$ cat src/rtl/iscas_bist_ctrl.sv
// BIST controller for combinational ISCAS-85 netlists: drives exhaustive or LFSR patterns,
// compacts the responses into a MISR signature and compares it with a golden value.
// Optional feature macro: ISCAS_BIST_LFSR_EN compiles in the LFSR pattern generator; without
// it the controller is exhaustive-only and lfsr_mode_i is ignored.
module iscas_bist_ctrl #(
  parameter int unsigned       N_IN      = 5,
  parameter int unsigned       N_OUT     = 2,
  parameter int unsigned       SETTLE    = 1,
  parameter int unsigned       MISR_W    = 16,
  parameter logic [MISR_W-1:0] MISR_POLY = 16'h1021,
  parameter logic [N_IN-1:0]   LFSR_TAPS = 5'h14
) (
  input  logic              clk_i,
  input  logic              rst_ni,
  input  logic              start_i,
  input  logic              lfsr_mode_i,
  input  logic [MISR_W-1:0] golden_i,
  output logic [N_IN-1:0]   dut_in_o,
  input  logic [N_OUT-1:0]  dut_out_i,
  output logic              busy_o,
  output logic              done_o,
  output logic              pass_o,
  output logic [MISR_W-1:0] signature_o,
  output logic [N_IN:0]     pat_cnt_o
);

  localparam int unsigned     CntW       = (SETTLE > 1) ? $clog2(SETTLE) : 1;
  localparam logic [CntW-1:0] SettleLast = CntW'(SETTLE - 1);
  // Index of the final pattern: 2^N_IN-1 exhaustive, one fewer for the LFSR (no all-zero).
  localparam logic [N_IN:0]   LastExh    = {1'b0, {N_IN{1'b1}}};
  localparam logic [N_IN:0]   LastLfsr   = LastExh - (N_IN + 1)'(1);

  typedef enum logic [1:0] {StIdle, StApply, StCapture, StDone} state_e;

  state_e              state_q, state_d;
  logic [CntW-1:0]     cnt_q, cnt_d;
  logic                mode_q, mode_d;
  logic [N_IN-1:0]     pat_q, pat_d;
  logic [MISR_W-1:0]   sig_q, sig_d;
  logic [N_IN:0]       pat_cnt_q, pat_cnt_d;
  logic                busy_q, busy_d;
  logic                done_q, done_d;
  logic                pass_q, pass_d;

  logic                lfsr_req;
  logic [N_IN-1:0]     pat_adv;
  logic [MISR_W-1:0]   misr_next;
  logic [N_IN:0]       last_idx;

`ifdef ISCAS_BIST_LFSR_EN
  assign lfsr_req = lfsr_mode_i;
`else
  logic unused_lfsr;
  assign lfsr_req    = 1'b0;
  assign unused_lfsr = ^{lfsr_mode_i, LFSR_TAPS};
`endif

  assign last_idx  = mode_q ? LastLfsr : LastExh;
  assign misr_next = {sig_q[MISR_W-2:0], 1'b0} ^ (sig_q[MISR_W-1] ? MISR_POLY : '0)
                     ^ MISR_W'(dut_out_i);

  // Next pattern: binary count, or Galois right-shift LFSR step when selected.
  always_comb begin
    pat_adv = pat_q + N_IN'(1);
`ifdef ISCAS_BIST_LFSR_EN
    if (mode_q) begin
      pat_adv = (pat_q >> 1) ^ (pat_q[0] ? LFSR_TAPS : '0);
    end
`endif
  end

  // Run sequencing: accept start, hold each pattern SETTLE cycles, capture, finish.
  always_comb begin
    state_d   = state_q;
    cnt_d     = cnt_q;
    mode_d    = mode_q;
    pat_d     = pat_q;
    sig_d     = sig_q;
    pat_cnt_d = pat_cnt_q;
    busy_d    = busy_q;
    done_d    = 1'b0;
    pass_d    = pass_q;
    unique case (state_q)
      StIdle: begin
        if (start_i) begin
          mode_d    = lfsr_req;
          sig_d     = '0;
          pat_cnt_d = '0;
          pass_d    = 1'b0;
          pat_d     = lfsr_req ? N_IN'(1) : '0;
          cnt_d     = '0;
          busy_d    = 1'b1;
          state_d   = StApply;
        end
      end
      StApply: begin
        if (cnt_q == SettleLast) begin
          state_d = StCapture;
        end else begin
          cnt_d = cnt_q + CntW'(1);
        end
      end
      StCapture: begin
        sig_d     = misr_next;
        pat_cnt_d = pat_cnt_q + (N_IN + 1)'(1);
        cnt_d     = '0;
        if (pat_cnt_q == last_idx) begin
          // Outputs of the DONE cycle are registered here so they appear together.
          state_d = StDone;
          busy_d  = 1'b0;
          done_d  = 1'b1;
          pat_d   = '0;
          pass_d  = (misr_next == golden_i);
        end else begin
          pat_d   = pat_adv;
          state_d = StApply;
        end
      end
      StDone: begin
        state_d = StIdle;
      end
      default: begin
        state_d = StIdle;
      end
    endcase
  end

  // State registers with synchronous active-low reset.
  always_ff @(posedge clk_i) begin
    if (!rst_ni) begin
      state_q   <= StIdle;
      cnt_q     <= '0;
      mode_q    <= 1'b0;
      pat_q     <= '0;
      sig_q     <= '0;
      pat_cnt_q <= '0;
      busy_q    <= 1'b0;
      done_q    <= 1'b0;
      pass_q    <= 1'b0;
    end else begin
      state_q   <= state_d;
      cnt_q     <= cnt_d;
      mode_q    <= mode_d;
      pat_q     <= pat_d;
      sig_q     <= sig_d;
      pat_cnt_q <= pat_cnt_d;
      busy_q    <= busy_d;
      done_q    <= done_d;
      pass_q    <= pass_d;
    end
  end

  assign dut_in_o    = pat_q;
  assign busy_o      = busy_q;
  assign done_o      = done_q;
  assign pass_o      = pass_q;
  assign signature_o = sig_q;
  assign pat_cnt_o   = pat_cnt_q;

endmodule

$ cat config.mk
export PLATFORM = sky130hd
export DESIGN_NAME = iscas_bist_ctrl
export DESIGN_NICKNAME = d
export VERILOG_FILES = /design/src/rtl/iscas_bist_ctrl.sv
export SDC_FILE = /design/constraint.sdc
export NUM_CORES = 1
export LEC_CHECK = 0
export BUFFER_PORTS_ARGS = -buffer_cell sky130_fd_sc_hd__buf_2
export CORE_MARGIN = 5
export CORE_UTILIZATION = 44
export CTS_BUF_LIST = sky130_fd_sc_hd__clkbuf_16
export CTS_CLUSTER_DIAMETER = 60
export CTS_CLUSTER_SIZE = 30
export DETAILED_ROUTE_END_ITERATION = 8
export PLACE_DENSITY = 0.79
export SYNTH_ARGS = -nofsm -noshare
export SYNTH_HDL_FRONTEND = slang
export SYNTH_SLANG_ARGS = --single-unit
$ cat constraint.sdc
create_clock -name clk_i -period 1.42 [get_ports clk_i]
set_input_delay 0.071 -clock clk_i [delete_from_list [all_inputs] [get_ports clk_i]]
set_output_delay 0.071 -clock clk_i [all_outputs]
set_load 0.01 [all_outputs]
-- Word-level counts from Yosys, hierarchy flattened
Cells that the tools add are included.
- bits in writable memories: 0
- bits in read-only memories: 0
- memories: 0
- latch bits: 0
- logic and storage cells: 50
- bits in registers: 33
- bitwise gates (word level): 2
- order comparisons: 0
- mux-type cells: 21
- reduce and logical (&&, ||, !) cells: 8
- $add $sub $neg: 3
- shift operators: 0
- eq/ne operators: 8
- multipliers: 0
- div/mod/pow operators: 0
- operators with widths (cell ; count):
    16-bit one-hot mux with 2 select lines ; 1
    16-bit == test ; 1
    16-bit 2-to-1 mux ; 1
    16-bit by 13-bit bitwise XOR with 16-bit output ; 1
    16-bit by 2-bit bitwise XOR with 16-bit output ; 1
    13-bit 2-to-1 mux ; 1
    6-bit one-hot mux with 2 select lines ; 1
    5-bit 2-to-1 mux ; 2
    5-bit one-hot mux with 2 select lines ; 1
    2-bit one-hot mux with 4 select lines ; 1
    2-bit AND reduction ; 4
    6-bit by 1-bit adder with 6-bit output (second input constant) ; 1
    6-bit by 5-bit == test with 1-bit output (second input constant) ; 1
    1-bit 2-to-1 mux ; 6
    2-bit 2-to-1 mux ; 3
    6-bit 2-to-1 mux ; 1
    2-bit != test (second input constant) ; 3
    5-bit by 1-bit adder with 5-bit output (second input constant) ; 1
    2-bit == test (second input constant) ; 2
    1-bit one-hot mux with 2 select lines ; 2
    1-bit one-hot mux with 3 select lines ; 1
    3-bit AND reduction ; 1
    3-bit nonzero test ; 1
    2-bit by 1-bit == test with 1-bit output (second input constant) ; 1
    other kinds (3) ; 3

-- Longest topological paths before layout
Gate-level depths: netlist of the first run.
- depth after elaboration: 6
- mapped depth: 7

-- Worst setup path after synthesis of the first run
OpenSTA, ideal clock, no wires.
- kind: flip-flop to flip-flop
- start: register pat_cnt_q[0], in the netlist pat_cnt_o[0]
- end: register pat_q[3], in the netlist dut_in_o[3]
- period minus slack after synthesis: 1.617 ns
- cell stages (with the launch flop): 7
- slack: -0.197 ns
- path buffers: 1
- data required time: 1.305 ns
- data arrival time: 1.502 ns
- path through: dfxtp_1 ha_1 nand4_1 or2_2 clkbuf_1 a31oi_1 and3b_1
- word-level cells in the longest chain between the ends: 3
- RTL lines (what ; line ; source):
    from (decl) ; 40 ; logic [N_IN:0] pat_cnt_q, pat_cnt_d;
    from (signal assigned) ; 146 ; pat_cnt_q <= pat_cnt_d;
    6-bit by 5-bit == test with 1-bit output ; 107 ; if (pat_cnt_q == last_idx) begin
    5-bit 2-to-1 mux ; 107 ;
    5-bit one-hot mux with 2 select lines ; 83 ; unique case (state_q)
    to (signal assigned) ; 144 ; pat_q <= pat_d;
    to (decl) ; 38 ; logic [N_IN-1:0] pat_q, pat_d;
Every way passes these cells.
A chain may end at the register's enable or synchronous reset.

-- Worst setup path in the final report of the first run
- start: register sig_q[4], in the netlist signature_o[4]
- end: register pass_q, in the netlist pass_o
- word-level cells in the longest chain between the ends: 5
- RTL lines (what ; line ; source):
    from (decl) ; 39 ; logic [MISR_W-1:0] sig_q, sig_d;
    from (signal assigned) ; 145 ; sig_q <= sig_d;
    16-bit by 13-bit bitwise XOR with 16-bit output ; 59 ; assign misr_next = {sig_q[MISR_W-2:0], 1'b0} ^ (sig_q[MISR_W-1] ? MISR_POLY : '0)
    16-bit by 2-bit bitwise XOR with 16-bit output ; 60 ; ^ MISR_W'(dut_out_i);
    16-bit == test ; 113 ; pass_d = (misr_next == golden_i);
    1-bit 2-to-1 mux ; 107 ;
    1-bit one-hot mux with 2 select lines ; 83 ;
    to (signal assigned) ; 149 ; pass_q <= pass_d;
    to (decl) ; 43 ; logic pass_q, pass_d;
Every way passes these cells. The select of a mux whose other input is x is not followed.

==> summary by stage, run 1 <==
Outcome
The flow ran to the end, but the final reports show violations. The final reports fail on setup timing.

Clock network
The cell chosen for the clock root is sky130_fd_sc_hd__clkbuf_16. For the worst-skew pair, the clock arrives at the later sink with an insertion delay of 0.27 ns. The tree built by TritonCTS fans out to 32 sinks.

After clock tree synthesis, the clock-pin slew on the worst setup and hold paths is ~0.050 ns. The TritonCTS clock tree is done. In this run the deepest clock path goes through 2 buffers. The number of buffers added by the clock tree synthesis step is 5. The number of buffers inserted for hold repair after clock tree synthesis is 0. The post-CTS setup repair buffer count is 0. The depth of the CTS H-tree is 2.

Die
The number of I/O pins is 52. The core footprint is 3311 um^2. The floorplan die width is 68.22 um. The initialized floorplan defines 21 standard-cell rows.

The starting utilization of the core area is 0.4505. The full die area is 4654 um^2. The floorplan die height is 68.22 um.

Final layout
Summing all multi-input logic gate instances after layout gives 850.8 um^2. The number of antenna diodes in the final layout is 0. For this run, the share of the core covered by cells in the final layout is 0.6308. Counting the fill cells in the layout gives slightly below 300. The sequential cells in the finished layout cover a total of 650.6 um^2. In the final layout, the share of cells above drive strength 1 is 0.4027. The relative area change from synthesis to final layout is 40.02%. The final layout contains 244 nets. The final design area excluding fillers is around 2100 um^2.

Yosys
Synthesis produced a netlist whose cell count is 154. The flip-flop and latch count after synthesis is 32. The number of different library cells in the post-synthesis netlist is 38. The number of nets in the synthesized netlist is 178. The count of yosys warnings during synthesis is 0. For this run, asynchronously set or reset flops after synthesis account for 0. The most used flip-flop cell after synthesis is sky130_fd_sc_hd__dfxtp_1. In this run the cell area of the synthesized design comes to 1491 um^2. For this run, the register share of the synthesized area comes to 0.4295. The mean post-synth cell area is roughly 9.7 um^2. The number of flops mapped to enable cells by yosys is 0.

STA
Clock skew on the completed layout was measured at 0.003810 ns. In the finished design, the share of the clock period the worst path needs comes to 1.000. In this run the tightest slew margin relative to its limit is 0.8028. Setup violations remaining at the end of the flow were counted as 1. The maximum clock rate is 704.1 MHz. For the pin with the worst max-slew slack, the measured transition is 0.2958 ns. Setup repair after global routing could not meet its margin everywhere. The total count of max-transition violations in the final report is 0. The final critical-path required period is 1.420 ns. Setup total negative slack on the finished layout was measured at -0.0001643 ns.

The final hold violation count came to 0. Across all setup checks in the final design, the least slack found is -0.0001643 ns.

Pwr
The worst-case IR drop observed on VDD is 0.5396 mV. The leakage dissipation is 0.9762 nW. Power spread over the standard cell area amounts to roughly 990 nW/um^2.

Min path
In this run the worst hold path is classified as primary input to flop.

Global routing
The number of antenna violations at the first check in global routing is 0. The all-layer global routing usage is 0.1723. The number of global-route vias before repair is 1,372. The first global-routing pass estimated 5927 um of wire. Entering global routing, the biggest net connects 19 pins. After global routing the overflow that remains totals 0.

Worst setup path
The signal on the critical path passes through xor2_1, or3_4, a2111oi_4, a31o_1. Data on the critical path is required at its endpoint by roughly 1.6 ns. The delay of the slowest cell on the worst path is 0.38 ns.

The critical path endpoint category is a flop. STA classifies the critical path startpoint as a flop. The type of the worst setup path is flop to flop. The slowest stage of the critical path is the sky130_fd_sc_hd__or3_4 cell. The data arrival time of the critical path is ~1.6 ns.

The largest fanout of any net on the critical path is 2.

Placed design
At the end of routability-driven placement, the weighted congestion stood at about 0.82. The HPWL after detailed placement is 2748 um. During placement, the flow inserted port buffers numbering 50. After detailed placement, the total cell area comes to between 1500 and 2000 um^2.

Routing
The routed layout has 1,347 vias. For this run, design rule violations remaining after detail routing come to 0. After detailed routing, the number of vias per cell comes to slightly above 5. The first detailed-routing pass took 5 iterations. The remaining number of nets flagged by the antenna check after routing is 0.

The routed length per placed instance is 13.61 um. After detailed routing, the total wire length is 3634 um. After the first detailed-routing iteration, the DRC count stood at 101.

Flow run
Max-cap violations in this run came to 0.
power breakdown:
group	leakage [nW]	switching [mW]	internal (mW)
Sequential	0.261	0.0124	0.908
Combinational	0.641	0.0844	0.0840
Clock	0.0738	0.345	0.628
layout by cell type, fill, tap and decap left out, types with 2 or more instances in the layout:
| cell | n |
|---|---|
| sky130_fd_sc_hd__inv_1 | 2 |
| sky130_fd_sc_hd__dfxtp_4 | 2 |
| sky130_fd_sc_hd__nand2_1 | 11 |
| sky130_fd_sc_hd__xor2_1 | 6 |
| sky130_fd_sc_hd__nand4_1 | 5 |
| sky130_fd_sc_hd__and3b_1 | 4 |
| sky130_fd_sc_hd__and2_1 | 7 |
| sky130_fd_sc_hd__nor2b_1 | 4 |
| sky130_fd_sc_hd__buf_4 | 19 |
| sky130_fd_sc_hd__dfxtp_2 | 2 |
| sky130_fd_sc_hd__dfxtp_1 | 28 |
| sky130_fd_sc_hd__nand3_1 | 2 |
| sky130_fd_sc_hd__xnor2_1 | 14 |
| sky130_fd_sc_hd__o21ai_0 | 7 |
| sky130_fd_sc_hd__a21oi_1 | 3 |
| sky130_fd_sc_hd__mux2i_1 | 4 |
| sky130_fd_sc_hd__and3_1 | 2 |
| sky130_fd_sc_hd__clkbuf_16 | 5 |
| sky130_fd_sc_hd__nor2_1 | 2 |
| sky130_fd_sc_hd__buf_2 | 50 |
| sky130_fd_sc_hd__a31oi_1 | 2 |
| sky130_fd_sc_hd__o211ai_1 | 3 |
| sky130_fd_sc_hd__o21bai_1 | 2 |
| sky130_fd_sc_hd__a22o_1 | 12 |
Yosys cell counts, types with 2 or more instances:
| library cell | number | area [um^2] |
|---|---|---|
| sky130_fd_sc_hd__dfxtp_1 | 32 | 640.6 |
| sky130_fd_sc_hd__xnor2_1 | 14 | 122.6 |
| sky130_fd_sc_hd__a22o_1 | 12 | 105.1 |
| sky130_fd_sc_hd__nand2_1 | 11 | 41.29 |
| sky130_fd_sc_hd__and2_1 | 8 | 50.05 |
| sky130_fd_sc_hd__o21ai_0 | 8 | 40.04 |
| sky130_fd_sc_hd__xor2_1 | 6 | 52.55 |
| sky130_fd_sc_hd__nand4_1 | 5 | 31.28 |
| sky130_fd_sc_hd__nor2b_1 | 5 | 31.28 |
| sky130_fd_sc_hd__and3b_1 | 4 | 35.03 |
| sky130_fd_sc_hd__buf_2 | 4 | 20.02 |
| sky130_fd_sc_hd__clkbuf_1 | 4 | 15.01 |
| sky130_fd_sc_hd__mux2i_1 | 4 | 40.04 |
| sky130_fd_sc_hd__a21oi_1 | 3 | 15.01 |
| sky130_fd_sc_hd__nor2_1 | 3 | 11.26 |
| sky130_fd_sc_hd__o211ai_1 | 3 | 22.52 |
| sky130_fd_sc_hd__a31oi_1 | 2 | 12.51 |
| sky130_fd_sc_hd__and3_1 | 2 | 12.51 |
| sky130_fd_sc_hd__ha_1 | 2 | 25.02 |
| sky130_fd_sc_hd__nand3_1 | 2 | 10.01 |
| sky130_fd_sc_hd__nor3b_1 | 2 | 15.01 |
| sky130_fd_sc_hd__o21bai_1 | 2 | 15.01 |
final cells by class:
type | count | share of cell area
Tap cell | 46 | 0.02756
Clock buffer | 5 | 0.05992
Clock inverter | 3 | 0.005392
Sequential cell | 32 | 0.3116
Timing Repair Buffer | 69 | 0.1881
Multi-Input combinational cell | 112 | 0.4074
sequential cells by signal (all words and copies together), names as in the netlist:
| register | cells |
|---|---|
| pat_cnt_o | 6 |
| dut_in_o | 5 |
| done_o | 1 |
| pass_o | 1 |
| busy_o | 1 |
| state_q | 2 |
| signature_o | 16 |
final timing paths:
kind,from,to,slack (ns),cells after the start
max,signature_o[4],pass_o,-0.0002,4
min reg2reg,busy_o,busy_o,0.50,2
min,dut_out_i[0],signature_o[0],0.12,3
max reg2reg,signature_o[4],pass_o,-0.0002,4
what timing repair did:
item / 4_1_cts / 5_1_grt
pin swaps: 1 / 5
cloned: 0 / 0
resized for setup: 3 / 5
setup endpoints to repair: 2 / 22
worst max-delay path: cells and delay by family (launching register included):
kind	cells	cell delay, ns
xor+xnor	1	0.17
simple gates	1	0.38
flops	1	0.32
compound gates	2	0.50
logic make-up (layout without fill, tap and decap cells):
| family | count (synthesis) | count (layout) | synth area share |
|---|---|---|---|
| xor+xnor | 20 | 20 | 0.1175 |
| flops | 32 | 32 | 0.4295 |
| fa+ha+maj | 2 | 2 | 0.01678 |
| compound gates | 37 | 37 | 0.1854 |
| simple gates | 49 | 49 | 0.1921 |
| buf+inv | 10 | 77 | 0.03188 |
| mux | 4 | 4 | 0.02685 |
metal layers:
layer | share of wire | wire length [um] | up-vias | track usage
met2 | 0.46 | 1687 | 54 | 0.2816
met1 | 0.43 | 1549 | 602 | 0.1978
li1 | - | - | 686 | -
met4 | 0.017 | 61 | 0 | 0.07692
met3 | 0.092 | 335 | 5 | 0.06732
met5 | 0 | 0 | - | 0
stage by stage:
step	hold WS, ns	setup slack (ns)	power [mW]	std cells
after floorplan	0.2248	-0.03181	1.026	154
after global placement	0.3883	-0.03219	1.098	259
after detailed placement	0.4135	-0.1226	1.099	259
after CTS	0.1155	-0.01916	2.093	267
after global routing	0.1250	-0.07522	2.144	267
final	0.1174	-0.0001643	2.061	267
No activity file was read; power rests on OpenSTA's default activity.
==> run 2, diff against run 1 <==
ABC_AREA = 1   (was not set)
CORE_ASPECT_RATIO = 1.2   (was not set)
CORE_UTILIZATION = 45   (was 44)
==> run 2 against run 1 <==
Effect of this change:
- the run now ends clean
- synthesized cell count increased by 55%
- power is 2.6% higher
- critical path type unchanged
- area after synthesis is 9.6% higher
- utilization down 3.4 points
- largest power group unchanged
- global-route usage down 0.52 points
- via count grew 24%
- worst hold slack worse by 0.0074 ns
- worst setup slack better by 0.11 ns
- highest routed layer unchanged
==> summary by stage, run 2 <==
Yosys
The number of flops mapped to enable cells by yosys is 0 (unchanged). The flip-flop and latch count after synthesis is 32 (unchanged). The count of yosys warnings during synthesis is 0 (unchanged). The fraction of synthesized cell area taken by the top area cell type is 0.3920 (-0.03749).

The total nets after synthesis is 262 (+47%). The area fraction in and, or, nand and nor cells after synthesis is 0.2787 (+0.08660). After synthesis, the largest family of logic cells by area is simple AND/OR/NAND/NOR gates. The xor and xnor area share after synthesis is 0.02680 (-0.09065).

The post-synthesis cell count came to 238 (+55%). The dominant register cell in the synthesized netlist is sky130_fd_sc_hd__dfxtp_1. Sorting the synthesized cells by area gives the leading types as sky130_fd_sc_hd__dfxtp_1 (39%), sky130_fd_sc_hd__nand2_1 (18%), sky130_fd_sc_hd__inv_1 (10%). The share of synthesized area spent on multiplexers is 0 (-0.02685).

The largest area contributor in the synthesized netlist is sky130_fd_sc_hd__dfxtp_1. The async set or reset register ratio after synthesis is 0 (unchanged). The sequential-to-total area share from yosys stat came to 0.3920 (-0.03749). The synthesized-area fraction occupied by ao, oa, aoi and oai cells came to 0.1547 (-0.03073).

The adder-cell share of the synthesized area was 0.01531 (-0.001465). In the post-synthesis netlist, the cell with the most instances is sky130_fd_sc_hd__nand2_1. The mean post-synth cell area was 6.866 um^2 (-29%). The total standard cell area after synthesis is 1634 um^2 (+9.6%). The number of different library cells in the post-synthesis netlist is 28 (-26%). The commonest cells after synthesis are sky130_fd_sc_hd__nand2_1 (79), sky130_fd_sc_hd__inv_1 (44), sky130_fd_sc_hd__dfxtp_1 (32), sky130_fd_sc_hd__nor2_1 (14), sky130_fd_sc_hd__a21oi_1 (11).

Pwr
The post-route total power is 2.115 mW (+2.6%). The power per cell area came to 991.8 nW/um^2 (+0.51%). The worst IR drop on VDD is 0.6128 mV (+14%). The leakage dissipation is 1.073 nW (+9.9%).

Die
The row count is 24 (+14%). The core footprint is 3573 um^2 (+7.9%). The full die area is 4941 um^2 (+6.2%). The floorplan die width is 65.01 um (-4.7%). The floorplan die height is 76.01 um (+11%). The starting utilization of the core area is 0.4573 (+0.006792). The number of I/O pins is 52 (unchanged).

Worst setup path
The critical register-to-register path endpoint is busy_o. The data arrival time of the critical path is 1.45 ns (-0.19 ns). The startpoint identified for the worst register-to-register timing path is state_q[1]. The signal on the critical path passes through inv_2, nor2_4, inv_2, nand2_4, inv_2, a21oi_4, inv_1, nand2_1, a21oi_1. The flop-to-flop setup slack is 0.11 ns (+0.11 ns).

The largest fanout of any net on the critical path is 11 (+9). In this design, the largest share of critical-path delay is due to flip-flops. The slowest stage of the critical path is the sky130_fd_sc_hd__dfxtp_2 cell. The required time of the critical path is 1.55 ns (-0.09 ns). The number of cells on the worst reg-to-reg path is 9 (+5). The total buffers and inverters traversed by the critical path was 4 (+4). The worst setup path is of the flop to flop kind. The critical path endpoint category is a flop.

The most repeated library cell on the critical path is sky130_fd_sc_hd__inv_2. The delay of the slowest cell on the worst path is 0.37 ns (about the same). STA classifies the critical path startpoint as a flop.

Min path
The worst hold path terminates at signature_o[4]. The worst hold path belongs to the class primary input to flop. The critical hold path startpoint is rst_ni.

The cell depth of the worst min-delay path is 3 (unchanged).

Clock network
The number of buffers on the longest clock path is 2 (unchanged). The latest clock arrival within the worst-skew pair is 0.28 ns (about the same). The depth of the CTS H-tree is 2 (unchanged). The number of buffers added by the clock tree synthesis step is 5 (unchanged).

TritonCTS built the clock tree. The clock transition at the register clock pins on the worst setup and hold paths after CTS is 0.05 ns (about the same). The cell chosen for the clock root is sky130_fd_sc_hd__clkbuf_16. The number of buffers inserted for hold repair after clock tree synthesis came to 0 (unchanged). The clock sink total is 32 (unchanged).

Routing
The length of the first detailed-routing pass in iterations is 4 (-1). The via count of the routed design is 1,668 (+24%). The post-detailed-routing wire length is 4031 um (+11%).

The detail-routed via count per cell is 4.950 (-1.9%). The remaining number of nets flagged by the antenna check after routing is 0 (unchanged). The routed length per placed instance is 11.96 um (-12%).

The final routed DRC violation total is 0 (unchanged). The number of DRC markers in iteration 0 is 73 (-28%).

Final layout
From synthesis to final layout, the design area changed by 30.47%. The count of placed standard cells in the final layout, fillers left out was 337 (+26%). The count of nets after finishing was 322 (+32%). The area used by sequential logic in the layout was 645.6 um^2 (-0.77%). The number of antenna repair diodes was 0 (unchanged). Leaving out fill and tap cells, the most frequent cell in the layout is sky130_fd_sc_hd__nand2_1. The library cells used most frequently in the layout, excluding fill and tap cells, are sky130_fd_sc_hd__nand2_1 (78), sky130_fd_sc_hd__buf_2 (50), sky130_fd_sc_hd__inv_1 (45).

The share of cells above drive strength 1 is 0.2852 (-0.1175). The total of fill cells in the finished design is 325 (+9.8%). The number of flip-flops in the largest register was 16 (unchanged). The area used by multi-input combinational logic was 797.0 um^2 (-6.3%).

STA
The post-route fraction of the period consumed by the critical path is 0.9259 (-0.07426). The total count of max-transition violations in the final report is 0 (unchanged). Setup repair after global routing left no endpoint under its margin. The worst relative slew slack was 0.6104 (-0.1924). The final sum of negative setup slack is 0 ns (+0.0001643 ns).

The maximum clock rate is 760.6 MHz (+8.0%). The final hold violation count was 0 (unchanged). The final-report setup violation count was 0 (-1). The final critical-path required period is 1.315 ns (-0.1055 ns). The actual transition at the worst max-transition pin is 0.5837 ns (+0.2879 ns).

The worst-case clock skew is 0.003812 ns (+0.000001740 ns).

Flow run
The number of max-cap violations came to 0 (unchanged).

Placed design
The number of port buffers was 50 (unchanged). The HPWL after detailed placement was 3043 um (+11%). The placed instance count is 329 (+27%).

The placer congestion estimate is 0.7837 (-4.2%).

Global routing
The number of global-route vias before repair is 1,462 (+6.6%). The global route total overflow is 0 (unchanged). The pin count of the biggest net entering global routing was 17 (-2). The number of antenna violations at the first check in global routing was 0 (unchanged). The all-layer global routing usage was 0.1671 (-0.005200). The wire length of the first global-routing pass is 6444 um (+8.7%).

Outcome
The run finished with clean final reports.
[run 2: stage by stage]
stage               hold WS (ns)  setup WS, ns  cell area [um^2]    util
floorplan                 0.3028       0.09701              1634       -
global placement          0.3772       0.08835              1966  0.5501
detailed placement        0.3974       0.01068              1966  0.5501
CTS                       0.1203       0.02827              2103  0.5886
global route              0.1585      0.005243              2132  0.5966
finish                    0.1100        0.1053              2132  0.5966
[run 2: cell families (layout without fill, tap and decap cells)]
| logic type | after synthesis | count (layout) |
|---|---|---|
| AOI/OAI and AO/OA | 38 | 38 |
| xor gates and xnor gates | 5 | 5 |
| adders and majority gates | 2 | 2 |
| buffers and inverters | 53 | 113 |
| DFF | 32 | 32 |
| and+or+nand+nor | 108 | 108 |
[run 2: worst max-delay path by stage]
stage,startpoint,to,slack (ns),depth (start not counted)
after CTS,pat_cnt_o[1],busy_o,0.03,8
final,state_q[1],busy_o,0.11,9
after floorplan,pat_cnt_o[0],busy_o,0.1,8
after detailed placement,pat_cnt_o[1],busy_o,0.01,8
after global placement,pat_cnt_o[1],busy_o,0.09,8
after global routing,pat_cnt_o[0],busy_o,0.005,8
[run 2: timing repair]
item,CTS,global route
resized for setup,2,7
pin swaps,1,2
setup buffers,0,1
setup endpoints to repair,1,3
endpoints found under the hold margin,0,0
[run 2: routing by layer]
metal	track usage	vias to the layer above	share of wire	wire length [um]
met3	0.04130	5	0.050	202
met2	0.2835	42	0.50	2034
met5	0	-	0	0
met4	0.08506	0	0.018	72
met1	0.1908	754	0.43	1721
li1	-	867	-	-
[run 2: area by class of cell]
| cell class | instances | share of cell area |
|---|---|---|
| Inverter | 47 | 0.08275 |
| Tap cell | 39 | 0.02289 |
| Timing Repair Buffer | 59 | 0.1549 |
| Sequential cell | 32 | 0.3028 |
| Multi-Input combinational cell | 153 | 0.3738 |
| Clock inverter | 2 | 0.004108 |
| Clock buffer | 5 | 0.05869 |
[run 2: power by group]
part           internal (mW)  switching [mW]
clock                  0.627           0.356
sequential             0.914          0.0119
combinational         0.0838           0.122
[run 2: worst min-delay path: stages]
cell                      delay (ns)
sky130_fd_sc_hd__buf_2          0.13
sky130_fd_sc_hd__nand3_1        0.08
sky130_fd_sc_hd__o21ai_0        0.06
